==> src/rtl/wb_timer_pkg.sv <==
// Shared definitions for the bexkat1 Wishbone timer: register map, CTRL bit
// positions, handshake states and the byte-lane merge helper.
package bexkat1_timer_pkg;

    localparam logic [2:0] REG_CTRL     = 3'd0;
    localparam logic [2:0] REG_STATUS   = 3'd1;
    localparam logic [2:0] REG_COUNT    = 3'd2;
    localparam logic [2:0] REG_COMPARE  = 3'd3;
    localparam logic [2:0] REG_PRESCALE = 3'd4;

    localparam int CTRL_EN = 0;
    localparam int CTRL_AR = 1;
    localparam int CTRL_IE = 2;

    typedef enum logic [0:0] {
        S_IDLE = 1'b0,
        S_ACK  = 1'b1
    } state_e;

    // Lane i of sel covers bits [8i+7:8i], so sel[3] is the MSB byte.
    function automatic logic [31:0] byte_merge(input logic [31:0] old_v,
                                               input logic [31:0] new_v,
                                               input logic [3:0]  sel);
        logic [31:0] merged;
        for (int i = 0; i < 4; i++) begin
            merged[8*i +: 8] = sel[i] ? new_v[8*i +: 8] : old_v[8*i +: 8];
        end
        return merged;
    endfunction

endpackage

==> src/rtl/wb_timer_if.sv <==
// Wishbone-classic bus bundle between the data-bus decode (master) and the
// timer (slave).
interface wb_timer_if;

    logic        cyc_i;
    logic        stb_i;
    logic        we_i;
    logic [3:0]  sel_i;
    logic [2:0]  adr_i;
    logic [31:0] dat_i;
    logic [31:0] dat_o;
    logic        ack_o;

    modport slave (
        input  cyc_i, stb_i, we_i, sel_i, adr_i, dat_i,
        output dat_o, ack_o
    );

    modport master (
        output cyc_i, stb_i, we_i, sel_i, adr_i, dat_i,
        input  dat_o, ack_o
    );

endinterface

==> src/rtl/wb_timer_prescale.sv <==
// Prescaler: counts enabled cycles and emits a one-cycle tick every
// period+1 cycles; a restart pulse rephases the count to zero.
module timer_prescale
    import bexkat1_timer_pkg::*;
#(
    parameter int PSWIDTH = 16
) (
    input  logic               clk_i,
    input  logic               rst_i,
    input  logic               en,
    input  logic               restart,
    input  logic [PSWIDTH-1:0] period,
    output logic               tick
);

    logic [PSWIDTH-1:0] pscnt;

    assign tick = en && (pscnt == period);

    // NOTE: sequential state uses non-blocking assignments so every flop
    // samples pre-edge values regardless of statement order.
    always_ff @(posedge clk_i) begin
        if (!rst_i) begin
            pscnt <= '0;
        end else if (restart || tick) begin
            pscnt <= '0;
        end else if (en) begin
            pscnt <= pscnt + 1'b1;
        end
    end

endmodule

==> src/rtl/wb_timer.sv <==
// Wishbone-classic timer target: prescaled 32-bit up-counter with compare,
// match status, optional auto-reload and a level interrupt.
module wb_timer
    import bexkat1_timer_pkg::*;
#(
    parameter int          PSWIDTH     = 16,
    parameter logic [31:0] COMPARE_RST = 32'hFFFF_FFFF
) (
    input  logic       clk_i,
    input  logic       rst_i,
    wb_timer_if.slave  bus,
    output logic       irq_o
);

    localparam logic [0:0] ST_IDLE = S_IDLE;
    localparam logic [0:0] ST_ACK  = S_ACK;

    logic [0:0]         state;
    logic [31:0]        dat_q;
    logic [2:0]         ctrl;
    logic               pending;
    logic [31:0]        count;
    logic [31:0]        compare;
    logic [PSWIDTH-1:0] prescale;

    logic               tick;
    logic               accept;
    logic               wr;
    logic               rd;
    logic               wr_ctrl, wr_status, wr_count, wr_compare, wr_prescale;
    logic               match;
    logic               set_pending;
    logic               clr_pending;
    logic [31:0]        count_tick;
    logic [31:0]        rdata;
    logic [PSWIDTH-1:0] prescale_nx;

    // A request is only taken in IDLE, so a strobe held through ACK is ignored.
    assign accept = (state == ST_IDLE) && bus.cyc_i && bus.stb_i;
    assign wr     = accept && bus.we_i;
    assign rd     = accept && !bus.we_i;

    assign wr_ctrl     = wr && (bus.adr_i == REG_CTRL);
    assign wr_status   = wr && (bus.adr_i == REG_STATUS);
    assign wr_count    = wr && (bus.adr_i == REG_COUNT);
    assign wr_compare  = wr && (bus.adr_i == REG_COMPARE);
    assign wr_prescale = wr && (bus.adr_i == REG_PRESCALE);

    assign match       = (count == compare);
    assign set_pending = tick && match;
    assign clr_pending = wr_status && bus.sel_i[0] && bus.dat_i[0];

    timer_prescale #(.PSWIDTH(PSWIDTH)) u_prescale (
        .clk_i   (clk_i),
        .rst_i   (rst_i),
        .en      (ctrl[CTRL_EN]),
        .restart (wr_prescale && (bus.sel_i != 4'b0000)),
        .period  (prescale),
        .tick    (tick)
    );

    // NOTE: every always_comb output gets a default first so no path can
    // leave it unassigned and infer a latch.
    always_comb begin
        count_tick = count;
        if (tick) begin
            count_tick = (match && ctrl[CTRL_AR]) ? 32'd0 : count + 32'd1;
        end
    end

    always_comb begin
        prescale_nx = prescale;
        for (int i = 0; i < PSWIDTH; i++) begin
            if (bus.sel_i[i/8]) prescale_nx[i] = bus.dat_i[i];
        end
    end

    always_comb begin
        rdata = '0;
        case (bus.adr_i)
            REG_CTRL:     rdata = {29'd0, ctrl};
            REG_STATUS:   rdata = {31'd0, pending};
            REG_COUNT:    rdata = count;
            REG_COMPARE:  rdata = compare;
            REG_PRESCALE: rdata = 32'(prescale);
            default:      rdata = '0;
        endcase
    end

    // Handshake and read data: one-cycle ack, dat_o valid only while acked.
    always_ff @(posedge clk_i) begin
        if (!rst_i) begin
            state <= ST_IDLE;
            dat_q <= '0;
        end else begin
            state <= accept ? ST_ACK : ST_IDLE;
            dat_q <= rd ? rdata : '0;
        end
    end

    always_ff @(posedge clk_i) begin
        if (!rst_i) begin
            ctrl     <= '0;
            pending  <= 1'b0;
            count    <= '0;
            compare  <= COMPARE_RST;
            prescale <= '0;
        end else begin
            if (wr_ctrl && bus.sel_i[0]) ctrl <= bus.dat_i[2:0];
            // A new match on the clearing edge keeps pending set.
            if (set_pending)      pending <= 1'b1;
            else if (clr_pending) pending <= 1'b0;
            count <= wr_count ? byte_merge(count_tick, bus.dat_i, bus.sel_i)
                              : count_tick;
            if (wr_compare)  compare  <= byte_merge(compare, bus.dat_i, bus.sel_i);
            if (wr_prescale) prescale <= prescale_nx;
        end
    end

    assign bus.ack_o = (state == ST_ACK);
    assign bus.dat_o = dat_q;
    assign irq_o     = pending && ctrl[CTRL_IE];

endmodule

==> src/flat_wrapper.sv <==
// flat-port wrapper written by rule: the top's interface ports become plain ports
module wb_timer_flat import bexkat1_timer_pkg::*;
#(
    parameter int          PSWIDTH     = 16,
    parameter logic [31:0] COMPARE_RST = 32'hFFFF_FFFF
)
  (clk_i, rst_i, irq_o, bus_cyc_i, bus_stb_i, bus_we_i, bus_sel_i, bus_adr_i, bus_dat_i, bus_dat_o, bus_ack_o);
  wb_timer_if bus_i ();
  input  logic clk_i;
  input  logic rst_i;
  output logic irq_o;
  input wire logic [$bits(bus_i.cyc_i)-1:0] bus_cyc_i;
  input wire logic [$bits(bus_i.stb_i)-1:0] bus_stb_i;
  input wire logic [$bits(bus_i.we_i)-1:0] bus_we_i;
  input wire logic [$bits(bus_i.sel_i)-1:0] bus_sel_i;
  input wire logic [$bits(bus_i.adr_i)-1:0] bus_adr_i;
  input wire logic [$bits(bus_i.dat_i)-1:0] bus_dat_i;
  output wire logic [$bits(bus_i.dat_o)-1:0] bus_dat_o;
  output wire logic [$bits(bus_i.ack_o)-1:0] bus_ack_o;
  assign bus_i.cyc_i = bus_cyc_i;
  assign bus_i.stb_i = bus_stb_i;
  assign bus_i.we_i = bus_we_i;
  assign bus_i.sel_i = bus_sel_i;
  assign bus_i.adr_i = bus_adr_i;
  assign bus_i.dat_i = bus_dat_i;
  assign bus_dat_o = bus_i.dat_o;
  assign bus_ack_o = bus_i.ack_o;
  wb_timer #(.PSWIDTH(PSWIDTH), .COMPARE_RST(COMPARE_RST)) u_core (.clk_i(clk_i), .rst_i(rst_i), .bus(bus_i), .irq_o(irq_o));
endmodule
==> config.mk <==
export PLATFORM = sky130hd
export DESIGN_NAME = wb_timer_flat
export DESIGN_NICKNAME = d
export VERILOG_FILES = /design/src/rtl/wb_timer_pkg.sv /design/src/rtl/wb_timer_if.sv /design/src/rtl/wb_timer_prescale.sv /design/src/rtl/wb_timer.sv /design/src/flat_wrapper.sv
export SDC_FILE = /design/constraint.sdc
export NUM_CORES = 1
export LEC_CHECK = 0
export CAP_MARGIN = 20
export CORE_ASPECT_RATIO = 1.1
export CORE_MARGIN = 8
export CORE_UTILIZATION = 50
export CTS_BUF_LIST = sky130_fd_sc_hd__clkbuf_16
export DETAILED_ROUTE_END_ITERATION = 10
export GPL_ROUTABILITY_DRIVEN = 0
export PLACE_DENSITY = 0.73
export SETUP_SLACK_MARGIN = 0.1
export SKIP_LAST_GASP = 1
export SLEW_MARGIN = 10
export SYNTH_ARGS = -nofsm -noshare
export SYNTH_HDL_FRONTEND = slang
export SYNTH_SLANG_ARGS = --single-unit
==> constraint.sdc <==
create_clock -name clk_i -period 3.69 [get_ports clk_i]
set_clock_uncertainty 0.2 [all_clocks]
set_input_delay 0.738 -clock clk_i [delete_from_list [all_inputs] [get_ports clk_i]]
set_output_delay 0.738 -clock clk_i [all_outputs]
set_load 0.01 [all_outputs]
==> results.sh <==
export IMPL_preCtsSetupSlack_ns=0.451
export IMPL_worstReg2RegEnd="u_core.count[22]"
export IMPL_postLayoutCellArea_um2=7890
export IMPL_post_route_drc_count=0
export IMPL_design_core_area_um2=12600
export IMPL_start_util_pct=51.1
export IMPL_num_rows=43
export IMPL_first_pass_iters=5
export IMPL_antenna_cells=0
export IMPL_place_area_um2=7290
export IMPL_fillers=1090
export IMPL_avgSynthCellArea_um2=8.53
export IMPL_ys_warnings_count=0
export IMPL_period_share_pct=77.8
export IMPL_cp_end_kind="flip-flop"
export IMPL_fin_ws_ns=0.818
export IMPL_final_common_cell="dfxtp_1"
export IMPL_met2_length_mm=8.69
export IMPL_drt_iter0_markers=391
export IMPL_slowest_stage="clkdlybuf4s50_1"
export IMPL_cts_sinks=133
export IMPL_finalMaxSlewViolations=0
export IMPL_dieArea_um2=16800
export IMPL_ys_flop_type="dfxtp_1"
export IMPL_synth_async_reset_ratio_pct=0
export IMPL_crit_chain="clkdlybuf4s50_1, nor2_1, and2_1, nand3_1, mux2i_1, nor2b_1"
export IMPL_met3WireLength_mm=1.08
export IMPL_synth_area_um2=6440
export IMPL_root_buffer="clkbuf_16"
export IMPL_path_class="input port to flip-flop"
export IMPL_finish_net_count=863
export IMPL_dpl_hpwl_mm=12.4
export IMPL_p_clk_share_pct=51.4
export IMPL_min_to="u_core.compare[11]"
export IMPL_syn_to_final_growth_pct=22.5
export IMPL_clk_latency_ns=0.42
export IMPL_ys_seq_area_share_pct=41.4
export IMPL_grt_pass1_wl_mm=27.5
export IMPL_r2r_start="u_core.u_prescale.pscnt[7]"
export IMPL_intPower_uw=2640
export IMPL_worst_pin_slew_ns=0.682
export IMPL_via_per_inst=5.66
export IMPL_htreeDepth=4
export IMPL_cts_setup_buffers=0
export IMPL_p_leak_uw=0.00301
export IMPL_die_w_um=124
export IMPL_switchingPower_uw=721
export IMPL_crit_fanout=11
export IMPL_slowest_delay_ns=0.53
export IMPL_track_usage_pct=21.0
export IMPL_min_from="u_core.compare[11]"
export IMPL_routedWlPerCell_um=17.4
export IMPL_finalWirelength_mm=17.1
export IMPL_ant_nets=0
export IMPL_grt_pass1_vias=5545
export IMPL_outcome="complete, no violations"
export IMPL_syn_inst=755
export IMPL_min_period_ns=2.87
export IMPL_grt_max_degree=37
export IMPL_wl_met1_mm=6.89
export IMPL_top_layer="met4"
export IMPL_ctsResizeCount=0
export IMPL_crit_required_ns=3.80
export IMPL_cts_buffers=17
export IMPL_layout_drive_gt1_share_pct=7.71
export IMPL_ys_seq_elements=133
export IMPL_setup_tns_ns=0
export IMPL_synth_edf_count=0
export IMPL_p_sw_share_pct=21.5
export IMPL_die_h_um=135
export IMPL_holdCritPathClass="flip-flop to flip-flop"
export IMPL_stdcell_count=987
export IMPL_cts_path_max_buffers=2
export IMPL_synth_nets=801
export IMPL_cts_tree="done"
export IMPL_overflow=0
export IMPL_path_delay_family="simple AND/OR/NAND/NOR gates"
export IMPL_io_buffers=77
export IMPL_clkTransAtPathRegs_ns=0.06
export IMPL_placed_cells=955
export IMPL_yosysUniqueCellTypes=50
export IMPL_p_per_area_nw_per_um2=426
export IMPL_p_comb_share_pct=5.3
export IMPL_reg2regPathDepth=7
export IMPL_hold_ws_ns=0.296
export IMPL_antenna_found_initial=0
export IMPL_setup_violations_final=0
export IMPL_vias=5585
export IMPL_rsz0062_at_grt="false"
export IMPL_ctsHoldBuffers=0
export IMPL_fmax_mhz=348
export IMPL_arrival_ns=2.98
export IMPL_r2r_slack_ns=0.83
export IMPL_ios=78
export IMPL_ir_worst_vdd_mv=0.365
export IMPL_hold_violations=0
export IMPL_p_seq_share_pct=43.3
export IMPL_final_cell_mix="dfxtp_1 (133), nand2_1 (110), nor2_1 (81)"
export IMPL_max_cap_violations=0
export IMPL_crit_path_start_kind="input port"
export IMPL_hold_depth=2
export IMPL_relSlewSlack_pct=54.4
export IMPL_cp_buffers_inverters=1
kinds of logic after synthesis:
group / synth area share (%)
AO/OA/AOI/OAI: 5.44
XOR/XNOR: 12.5
adder cells (fa/ha/maj): 0.389
buffers and inverters: 3.25
flip-flops: 41.4
multiplexers: 9.39
AND/OR/NAND/NOR: 27.7
routing by layer:
layer	up-vias	GRT usage, %
met3	39	5.14
met4	0	9.46
met1	2698	24.4
met5	-	0
li1	2668	-
met2	180	35.4
state kept, by name, indices dropped and copies added (netlist names):
| name | cells |
|---|---|
| u_core.bus.ack_o | 1 |
| u_core.u_prescale.pscnt | 16 |
| u_core.pending | 1 |
| u_core.prescale | 16 |
| u_core.bus.dat_o | 32 |
| u_core.compare | 32 |
| u_core.count | 32 |
| u_core.ctrl | 3 |
worst max-delay path by stage:
stage                               start                   end  cells after the start
6_report                     bus_adr_i[1]   u_core.prescale[13]                      6
5_1_grt        u_core.u_prescale.pscnt[7]      u_core.count[22]                      7
4_1_cts        u_core.u_prescale.pscnt[7]      u_core.count[22]                      7
3_5_place_dp                 bus_adr_i[1]   u_core.prescale[10]                      6
3_3_place_gp                 bus_adr_i[1]    u_core.prescale[9]                      6
2_1_floorplan                bus_adr_i[1]  u_core.bus.dat_o[21]                      9
worst reg2reg max path, delay by kind of cell, from the launching register on:
kind,cells,cell delay (ns)
simple gates,4,1.75
xor+xnor,2,0.30
compound gates,1,0.07
flops,1,0.43
layout make-up:
| type | count | area [um^2] | share of cell area, % |
|---|---|---|---|
| clock buffers | 17 | 425 | 5.40 |
| clock inverters | 15 | 173 | 2.19 |
| inverters | 9 | 33.8 | 0.428 |
| multi-input cells | 570 | 3570 | 45.2 |
| flip-flops and latches | 133 | 2660 | 33.8 |
| well taps | 157 | 196 | 2.49 |
| repair buffers | 86 | 828 | 10.5 |
synth_stat cells (all sizes together) (4+ instances only):
cell | count | share of area (%)
a21oi | 24 | 1.9
and2 | 10 | 0.97
and3 | 8 | 0.78
buf | 9 | 0.74
clkbuf | 34 | 2.0
dfxtp | 133 | 41
inv | 9 | 0.52
mux2i | 57 | 8.9
nand2 | 111 | 6.5
nand3 | 55 | 4.4
nand4 | 15 | 1.7
nor2 | 81 | 4.7
nor2b | 20 | 1.9
nor3 | 16 | 2.1
nor3b | 4 | 0.70
nor4 | 14 | 1.7
o21ai | 34 | 2.8
or4 | 4 | 0.52
xnor2 | 33 | 4.5
xor2 | 58 | 8.0
power groups by stage:
| stage | Clock (uW) | Combinational (uW) | Sequential (uW) |
|---|---|---|---|
| 6_report | 1730 | 178 | 1460 |
| 5_1_grt | 1800 | 190 | 1460 |
| 4_1_cts | 1740 | 177 | 1460 |
| 3_5_place_dp | 0 | 175 | 1490 |
| 3_3_place_gp | 0 | 174 | 1490 |
| 2_1_floorplan | 0 | 89.8 | 1480 |
metrics by stage:
stage,util [%],power [uW]
2_1_floorplan,-,1570
3_3_place_gp,57.9,1660
3_5_place_dp,57.9,1660
4_1_cts,62.6,3370
5_1_grt,62.6,3450
6_report,62.6,3360
(Power assumes the default switching activity.)
